### src/rtl/fetch_unit.sv
// Instruction fetch stage: owns the PC, issues one cache read at a time and queues {pc, instr} for decode.
// Optional build macro FETCH_PERF_COUNTERS_EN adds fetch_count/stall_count outputs.
module fetch_unit #(
  parameter logic [31:0] RESET_VECTOR = 32'h0000_0000,
  parameter int          FIFO_DEPTH   = 4
) (
  input  logic        clk,
  input  logic        reset,
  input  logic        branch_taken,
  input  logic [31:0] branch_target,
  output logic        read_request,
  output logic [31:0] addr,
  input  logic        read_response,
  input  logic [31:0] read_data,
  output logic        instr_valid,
  output logic [31:0] instr_data,
  output logic [31:0] instr_pc,
  input  logic        instr_ready
`ifdef FETCH_PERF_COUNTERS_EN
  ,
  output logic [31:0] fetch_count,
  output logic [31:0] stall_count
`endif
);

  localparam int PTR_W = (FIFO_DEPTH > 1) ? $clog2(FIFO_DEPTH) : 1;
  localparam int CNT_W = PTR_W + 1;
  localparam logic [CNT_W-1:0] DEPTH_C = CNT_W'(FIFO_DEPTH);

  typedef enum logic [1:0] {
    S_IDLE,
    S_REQ,
    S_DISCARD
  } state_t;

  state_t           state_q;
  logic [31:0]      pc_q;
  logic [31:0]      addr_q;
  logic             req_q;
  logic [PTR_W-1:0] wr_ptr_q;
  logic [PTR_W-1:0] rd_ptr_q;
  logic [CNT_W-1:0] count_q;
  logic [CNT_W-1:0] count_d;

  logic [31:0] data_mem [FIFO_DEPTH];
  logic [31:0] pc_mem   [FIFO_DEPTH];

  logic        push;
  logic        pop;
  logic        room;
  logic [31:0] pc_inc;
  logic [31:0] target_aligned;

  assign read_request = req_q;
  assign addr         = addr_q;
  assign instr_valid  = (count_q != '0);
  assign instr_data   = instr_valid ? data_mem[rd_ptr_q] : 32'h0;
  assign instr_pc     = instr_valid ? pc_mem[rd_ptr_q]   : 32'h0;

  // A redirect kills both the push and the pop of its cycle.
  always_comb begin
    push           = read_response && (state_q == S_REQ) && !branch_taken;
    pop            = instr_valid && instr_ready && !branch_taken;
    count_d        = count_q + CNT_W'(push) - CNT_W'(pop);
    room           = (count_d < DEPTH_C);
    pc_inc         = pc_q + 32'd4;
    target_aligned = branch_target & ~32'd3;
  end

  always_ff @(posedge clk) begin
    if (push && !reset) begin
      data_mem[wr_ptr_q] <= read_data;
      pc_mem[wr_ptr_q]   <= pc_q;
    end
  end

  always_ff @(posedge clk) begin
    if (reset) begin
      state_q  <= S_IDLE;
      pc_q     <= RESET_VECTOR;
      addr_q   <= RESET_VECTOR;
      req_q    <= 1'b0;
      wr_ptr_q <= '0;
      rd_ptr_q <= '0;
      count_q  <= '0;
    end else if (branch_taken) begin
      wr_ptr_q <= '0;
      rd_ptr_q <= '0;
      count_q  <= '0;
      pc_q     <= target_aligned;
      // An unanswered read must still complete on the cache side, so it is drained in DISCARD.
      case (state_q)
        S_REQ, S_DISCARD: begin
          if (read_response) begin
            state_q <= S_IDLE;
            req_q   <= 1'b0;
          end else begin
            state_q <= S_DISCARD;
          end
        end
        default: begin
          state_q <= S_IDLE;
          req_q   <= 1'b0;
        end
      endcase
    end else begin
      if (push) wr_ptr_q <= wr_ptr_q + PTR_W'(1);
      if (pop)  rd_ptr_q <= rd_ptr_q + PTR_W'(1);
      count_q <= count_d;
      case (state_q)
        S_IDLE: begin
          if (room) begin
            state_q <= S_REQ;
            req_q   <= 1'b1;
            addr_q  <= pc_q;
          end
        end
        S_REQ: begin
          if (read_response) begin
            pc_q <= pc_inc;
            if (room) begin
              addr_q <= pc_inc;
            end else begin
              state_q <= S_IDLE;
              req_q   <= 1'b0;
            end
          end
        end
        S_DISCARD: begin
          if (read_response) begin
            state_q <= S_IDLE;
            req_q   <= 1'b0;
          end
        end
        default: begin
          state_q <= S_IDLE;
          req_q   <= 1'b0;
        end
      endcase
    end
  end

`ifdef FETCH_PERF_COUNTERS_EN
  logic [31:0] fetch_count_q;
  logic [31:0] stall_count_q;

  assign fetch_count = fetch_count_q;
  assign stall_count = stall_count_q;

  always_ff @(posedge clk) begin
    if (reset) begin
      fetch_count_q <= 32'h0;
      stall_count_q <= 32'h0;
    end else begin
      if (push)                   fetch_count_q <= fetch_count_q + 32'd1;
      if (req_q && !read_response) stall_count_q <= stall_count_q + 32'd1;
    end
  end
`endif

endmodule

### config.mk
export PLATFORM = sky130hd
export DESIGN_NAME = fetch_unit
export DESIGN_NICKNAME = d
export VERILOG_FILES = /design/src/rtl/fetch_unit.sv
export SDC_FILE = /design/constraint.sdc
export NUM_CORES = 1
export LEC_CHECK = 0
export ABC_AREA = 0
export CELL_PAD_IN_SITES_DETAIL_PLACEMENT = 1
export CELL_PAD_IN_SITES_GLOBAL_PLACEMENT = 2
export CORE_MARGIN = 1
export CORE_UTILIZATION = 40
export DETAILED_ROUTE_END_ITERATION = 8
export DONT_BUFFER_PORTS = 1
export PLACE_DENSITY = 0.78
export SETUP_SLACK_MARGIN = 0.5
export SKIP_LAST_GASP = 1
export SLEW_MARGIN = 20
export SYNTH_ARGS = -nofsm -noshare
export SYNTH_HDL_FRONTEND = slang
export SYNTH_SLANG_ARGS = --single-unit
### constraint.sdc
create_clock -name clk -period 10 [get_ports clk]
set_clock_uncertainty 0.05 [all_clocks]
set_input_delay 1 -clock clk [delete_from_list [all_inputs] [get_ports clk]]
set_output_delay 1 -clock clk [all_outputs]
set_load 0.01 [all_outputs]
==> run_results.csv, run 1 <==
group,metric,value,unit
status,status,"finished clean",
worst_setup_path,crit_path_start_kind,"primary input",
logic_synthesis,synth_cell_types,57,
sta,fin_crit,5.11,ns
sta,fin_crit_sh,51.1,%
sta,fin_setup_tns,0,ns
sta,slew-limit-headroom,28.1,%
logic_synthesis,yosysTopAreaCell,"edfxtp_1",
clock_tree,htree_levels,2,
worst_hold_path,whs_endpoint,"wr_ptr_q[1]",
clock_tree,cts.root.buffer_cell,"clkbuf_16",
logic_synthesis,async_reset_ff_share,0,%
routing,drt_first_pass_iters,4,
floorplan,initial_core_util,41.1,%
power,ir_drop,0.000139,V
sta,final_max_slew_viol_count,0,
floorplan,die-height,186,microns
worst_hold_path,hold_class,"flop to flop",
place,hpwlAfterDp,19500,microns
worst_setup_path,arrival,5.46,ns
final_layout,nNetsFinal,960,
final_layout,final_common_cell,"edfxtp_1",
logic_synthesis,yosysSeqAreaShare,65.9,%
clock_tree,cts_setup_buffers,0,
clock_tree,cts_resized,0,
sta,rsz0062_at_grt,"no",
logic_synthesis,synth-edff-count,248,
final_layout,mostFrequentLayoutCells,"248 x edfxtp_1, 71 x and2_1, 70 x dfxtp_1",
routing,antenna_left,0,
routing,drc_errors,0,
worst_setup_path,worst_setup_path_end_kind,"flop",
sta,finalHoldViolCount,0,
logic_synthesis,synth.avg_cell_area,15.0,sq um
clock_tree,cts_tree,"built",
worst_setup_path,r2r_start,"state_q[1]",
logic_synthesis,syn_area,0.0135,sq mm
floorplan,fp.coreArea,0.0329,sq mm
worst_hold_path,hold_path_depth,2,
sta,holdWs,0.463,ns
clock_tree,cts_sinks,320,
floorplan,die-area,0.0345,sq mm
floorplan,num_rows,66,
routing,vias,7601,
clock_tree,hold_buffers,0,
sta,timing.final.ws_setup,4.89,ns
floorplan,die_w,186,microns
worst_setup_path,worstPathMaxFanout,46,
logic_synthesis,synth_ff_type,"edfxtp_1",
worst_setup_path,worstSetupPathType,"primary input to flop",
global_routing,grt_overflow_total,0,
power,totalPowerFinal,2.90,mW
clock_tree,clk_pin_slew_worst_paths,0.06,ns
sta,finalSetupViolCount,0,
place,globalplace.congestion,0.748,
clock_tree,clk_latency,0.52,ns
clock_tree,cts_buffers,36,
global_routing,groute.usage.overall,18.3,%
logic_synthesis,synth.top_cell.area_share,55.2,%
worst_setup_path,reg2reg_slack,4.92,ns
place,pre_cts_ws,4.35,ns
logic_synthesis,netlist_instances,897,
logic_synthesis,synth.yosys.warnings,0,
logic_synthesis,yosys-top-cells-area,"edfxtp_1 55%, dfxtp_1 11%, mux4_2 10%",
global_routing,grt_pass1_wl,47300,microns
power,p_per_area,194,mW/mm^2
routing,routed_wl,31300,microns
worst_setup_path,r2r_cells,13,
worst_setup_path,required,10.35,ns
routing,wl_per_cell,23.2,microns
routing,drtIter0Drc,467,
final_layout,drive_gt1_share,15.8,%
global_routing,grt_antenna_before_repair,0,
final_layout,antenna_cells,0,
worst_setup_path,reg2reg_to,"addr[30]",
worst_hold_path,hp-start,"wr_ptr_q[1]",
global_routing,grt_pass1_vias,8015,
power,p_leak,4.63,nW
floorplan,io_pins,167,
sta,tightestPinTransition,1.07,ns
logic_synthesis,ys_ff_latch,320,
clock_tree,ctsLongestPathBuffers,3,
routing,vias_per_cell,5.63,
sta,fmax,0.196,GHz
final_layout,area_growth,11.1,%
place,port_buffers,0,
flow_run,maxCapViolations,0,
global_routing,grt_max_degree,69,
[metrics by stage]
step,area (sq um),cells,utilization [%]
3_3_place_gp,13800,1283,42.0
6_report,15000,1349,45.6
4_1_cts,15000,1348,45.5
2_1_floorplan,13500,900,-
3_5_place_dp,13800,1283,42.0
5_1_grt,15000,1349,45.6
[layout make-up]
cell class                      instances  area, sq um
Tap cell                              442          553
Multi-Input combinational cell        500         4230
Timing Repair Buffer                   10         87.6
Clock buffer                           40          937
Fill cell                            3246        17900
Clock inverter                         25          238
Sequential cell                       320         8890
Inverter                               12         45.0
[flip-flops by register name, summed over array words and instances, names as in the netlist, named ones only]
name / cells
data_mem: 128
pc_mem: 120
addr: 30
pc_q: 30
count_q: 3
rd_ptr_q: 2
state_q: 2
wr_ptr_q: 2
read_request: 1
[routing by layer]
| layer | vias to the layer above | share of wire (%) | global-route usage, % |
|---|---|---|---|
| met5 | - | 0 | 0 |
| met4 | 0 | 1.6 | 4.89 |
| met3 | 34 | 7.0 | 5.01 |
| met2 | 191 | 47 | 30.0 |
| met1 | 3901 | 45 | 24.0 |
| li1 | 3475 | - | - |
[worst max-delay path by stage]
stage                     slack (ns)          start        to  cells after the start
after global routing            4.53     state_q[1]  addr[30]                     13
after floorplan                 5.95  read_response  addr[28]                     14
after detailed placement        4.35   branch_taken  addr[30]                     12
final                           4.89   branch_taken  addr[30]                     12
after global placement          4.48   branch_taken  addr[28]                     12
after CTS                       4.88   branch_taken  addr[30]                     12
[synth_stat cells, types with 5 or more instances]
master and n:
or3_1 26, xnor2_1 14, edfxtp_1 248, a311oi_1 29, inv_1 11, dfxtp_1 72
ha_1 10, xor2_1 12, and4_1 6, nor4_1 7, nor3_1 10, buf_2 7
buf_4 6, nor2_1 68, o21ai_0 20, nand3_1 12, a211oi_1 24, clkbuf_1 46
mux4_2 62, and2_1 71, nand2_1 26, and3_1 14, o31ai_1 5, or4_1 7
nand4_1 24
[logic make-up (layout without fill, tap and decap cells)]
logic type      count (synthesis)  in the layout  share of synthesized area (%)
mux                            65             65                           10.6
flops                         320            320                           65.9
simple gates                  290            290                           12.0
xor+xnor                       27             27                           1.85
buf+inv                        80             87                           2.93
compound gates                103            103                           5.71
fa+ha+maj                      11             11                           1.08
other cells                     1              4                         0.0278
[report_power, final]
part | switching [mW] | leakage, nW | internal (mW)
combinational | 0.0557 | 1.20 | 0.0356
clock | 0.519 | 0.582 | 0.782
sequential | 0.0490 | 2.85 | 1.46
[critical path, cell delays in order]
cell      delay [ns]
clkinv_1        0.63
buf_4           0.52
and3_1          0.22
ha_1            0.27
inv_1           0.04
ha_1            0.18
fa_1            0.37
xnor3_1         0.34
nor3_2          0.90
buf_4           0.57
o311ai_0        0.24
o311ai_0        0.14
No activity file was read; power rests on OpenSTA's default activity.
==> run 2, diff against run 1 <==
PLACE_DENSITY = 0.81   (was 0.78)
clock period = 4.5 ns   (was 10 ns; I/O delays follow)
==> run_results.csv, run 2 (synthesized netlist as in run 1, its figures left out) <==
group,metric,value,unit
status,status,"finished clean",
worst_setup_path,critPathMostFrequentCell,"ha_1",
global_routing,grt_pass1_wl,49800,microns
clock_tree,cts_sinks,320,
clock_tree,clk_latency,0.50,ns
worst_setup_path,arrival,3.69,ns
floorplan,io_pins,167,
final_layout,fill_cells,3248,
global_routing,grt_max_degree,65,
floorplan,num_rows,66,
final_layout,post-route-util,46.8,%
place,globalplace.congestion,0.762,
worst_setup_path,worstSetupPathType,"flop to flop",
routing,drc_errors,0,
global_routing,grt_pass1_vias,8281,
final_layout,mostFrequentLayoutCells,"248 x edfxtp_1, 71 x and2_1, 70 x dfxtp_1",
clock_tree,clk_pin_slew_worst_paths,0.06,ns
routing,antenna_left,0,
worst_hold_path,hold_class,"primary input to flop",
clock_tree,ctsLongestPathBuffers,3,
global_routing,grt_overflow_total,0,
sta,fmax,0.300,GHz
sta,tightestPinTransition,0.952,ns
global_routing,grt_antenna_before_repair,0,
final_layout,area_growth,13.9,%
worst_setup_path,max_stage_delay,0.49,ns
place,hpwlAfterDp,21200,microns
worst_setup_path,r2r_cells,11,
power,ir_drop,0.000248,V
clock_tree,cts_resized,0,
final_layout,largest_register_ffs,128,
clock_tree,htree_levels,2,
sta,finalHoldViolCount,0,
sta,slew-limit-headroom,36.5,%
place,port_buffers,0,
flow_run,maxCapViolations,0,
routing,vias_per_cell,5.66,
sta,holdWs,0.0516,ns
final_layout,largestRegisters,"data_mem x128, pc_mem x120",
routing,drt_first_pass_iters,4,
sta,final_max_slew_viol_count,0,
sta,fin_crit_sh,74.0,%
power,p_leak,4.78,nW
floorplan,die-area,0.0345,sq mm
worst_setup_path,worstPathMaxFanout,42,
final_layout,antenna_cells,0,
worst_setup_path,crit_path_start_kind,"flop",
routing,wl_per_cell,24.1,microns
worst_setup_path,slowest_stage,"or3_2",
worst_setup_path,reg2reg_slack,1.17,ns
worst_setup_path,required,4.86,ns
sta,finalSetupViolCount,0,
worst_setup_path,crit_chain,"or3_2, and3_1, ha_1, inv_1, ha_1, fa_1, xnor3_1, nor3_2, buf_4, nor2_1, a311oi_1",
routing,routed_wl,33300,microns
sta,fin_setup_tns,0,ns
sta,fin_crit,3.33,ns
routing,vias,7846,
final_layout,final_common_cell,"edfxtp_1",
floorplan,die-height,186,microns
final_layout,nNetsFinal,997,
clock_tree,cts.root.buffer_cell,"clkbuf_16",
clock_tree,cts_tree,"built",
final_layout,top_register,"data_mem",
global_routing,groute.usage.overall,19.4,%
clock_tree,cts_buffers,35,
routing,drtIter0Drc,460,
worst_hold_path,hold_path_depth,2,
floorplan,initial_core_util,41.1,%
clock_tree,cts_setup_buffers,0,
power,p_per_area,418,mW/mm^2
floorplan,fp.coreArea,0.0329,sq mm
worst_setup_path,worst_setup_path_end_kind,"flop",
final_layout,drive_gt1_share,15.0,%
floorplan,die_w,186,microns
sta,rsz0062_at_grt,"no",
[run 2: cell count changes in the layout (fill, tap and decap cells not counted), moves of 2 or more]
cell,before,now
clkbuf_16,37,35
dlygate4sd3_1,0,33
clkbuf_1,3,7
buf_12,1,4
clkinv_2,10,6
[run 2: critical path: cells and delay by family (launching register included)]
family                     cells  cell delay, ns
adders and majority gates      3            0.82
and+or+nand+nor                4            1.01
AOI/OAI and AO/OA              1            0.25
DFF                            1            0.31
xor gates and xnor gates       1            0.32
buffers and inverters          2            0.44
[run 2: per-layer routing]
layer	global-route usage (%)	vias up	share of wire, %
li1	-	3557	-
met1	24.9	4039	43
met2	33.2	215	49
met3	4.99	35	7.2
met4	3.74	0	1.3
met5	0	-	0
[run 2: layout make-up]
class	instances	area (sq um)	area share, %
flip-flops and latches	320	8890	57.9
multi-input cells	500	4230	27.5
clock buffers	43	916	5.96
well taps	442	553	3.60
repair buffers	48	513	3.34
clock inverters	20	213	1.38
inverters	12	45.0	0.293
[run 2: power breakdown]
part / switching [mW] / leakage (nW) / internal (mW) / total (mW)
clock network: 1.13 / 0.553 / 1.68 / 2.81
registers: 0.114 / 2.85 / 3.25 / 3.36
logic: 0.150 / 1.38 / 0.104 / 0.254
[run 2: final timing paths]
| check | startpoint | end |
|---|---|---|
| worst max register to register | count_q[0] | addr[21] |
| worst min register to register | wr_ptr_q[1] | wr_ptr_q[1] |
| worst max-delay path | count_q[0] | addr[21] |
| worst min-delay path | branch_taken | state_q[1] |
[run 2: what timing repair did]
| action | 4_1_cts | 5_1_grt |
|---|---|---|
| hold buffers | 34 | 0 |
| endpoints found under the hold margin | 184 | 0 |
| setup endpoints to repair | 0 | 0 |
[run 2: per-stage QoR]
step / worst slack (ns) / instance area [sq um] / instances / total power, mW
after floorplan: 0.781 / 13500 / 900 / 3.56
after global placement: 1.20 / 13900 / 1288 / 3.62
after detailed placement: 1.13 / 13900 / 1288 / 3.63
after CTS: 1.14 / 15400 / 1385 / 6.49
after global routing: 0.938 / 15400 / 1385 / 6.63
final: 1.17 / 15400 / 1385 / 6.42
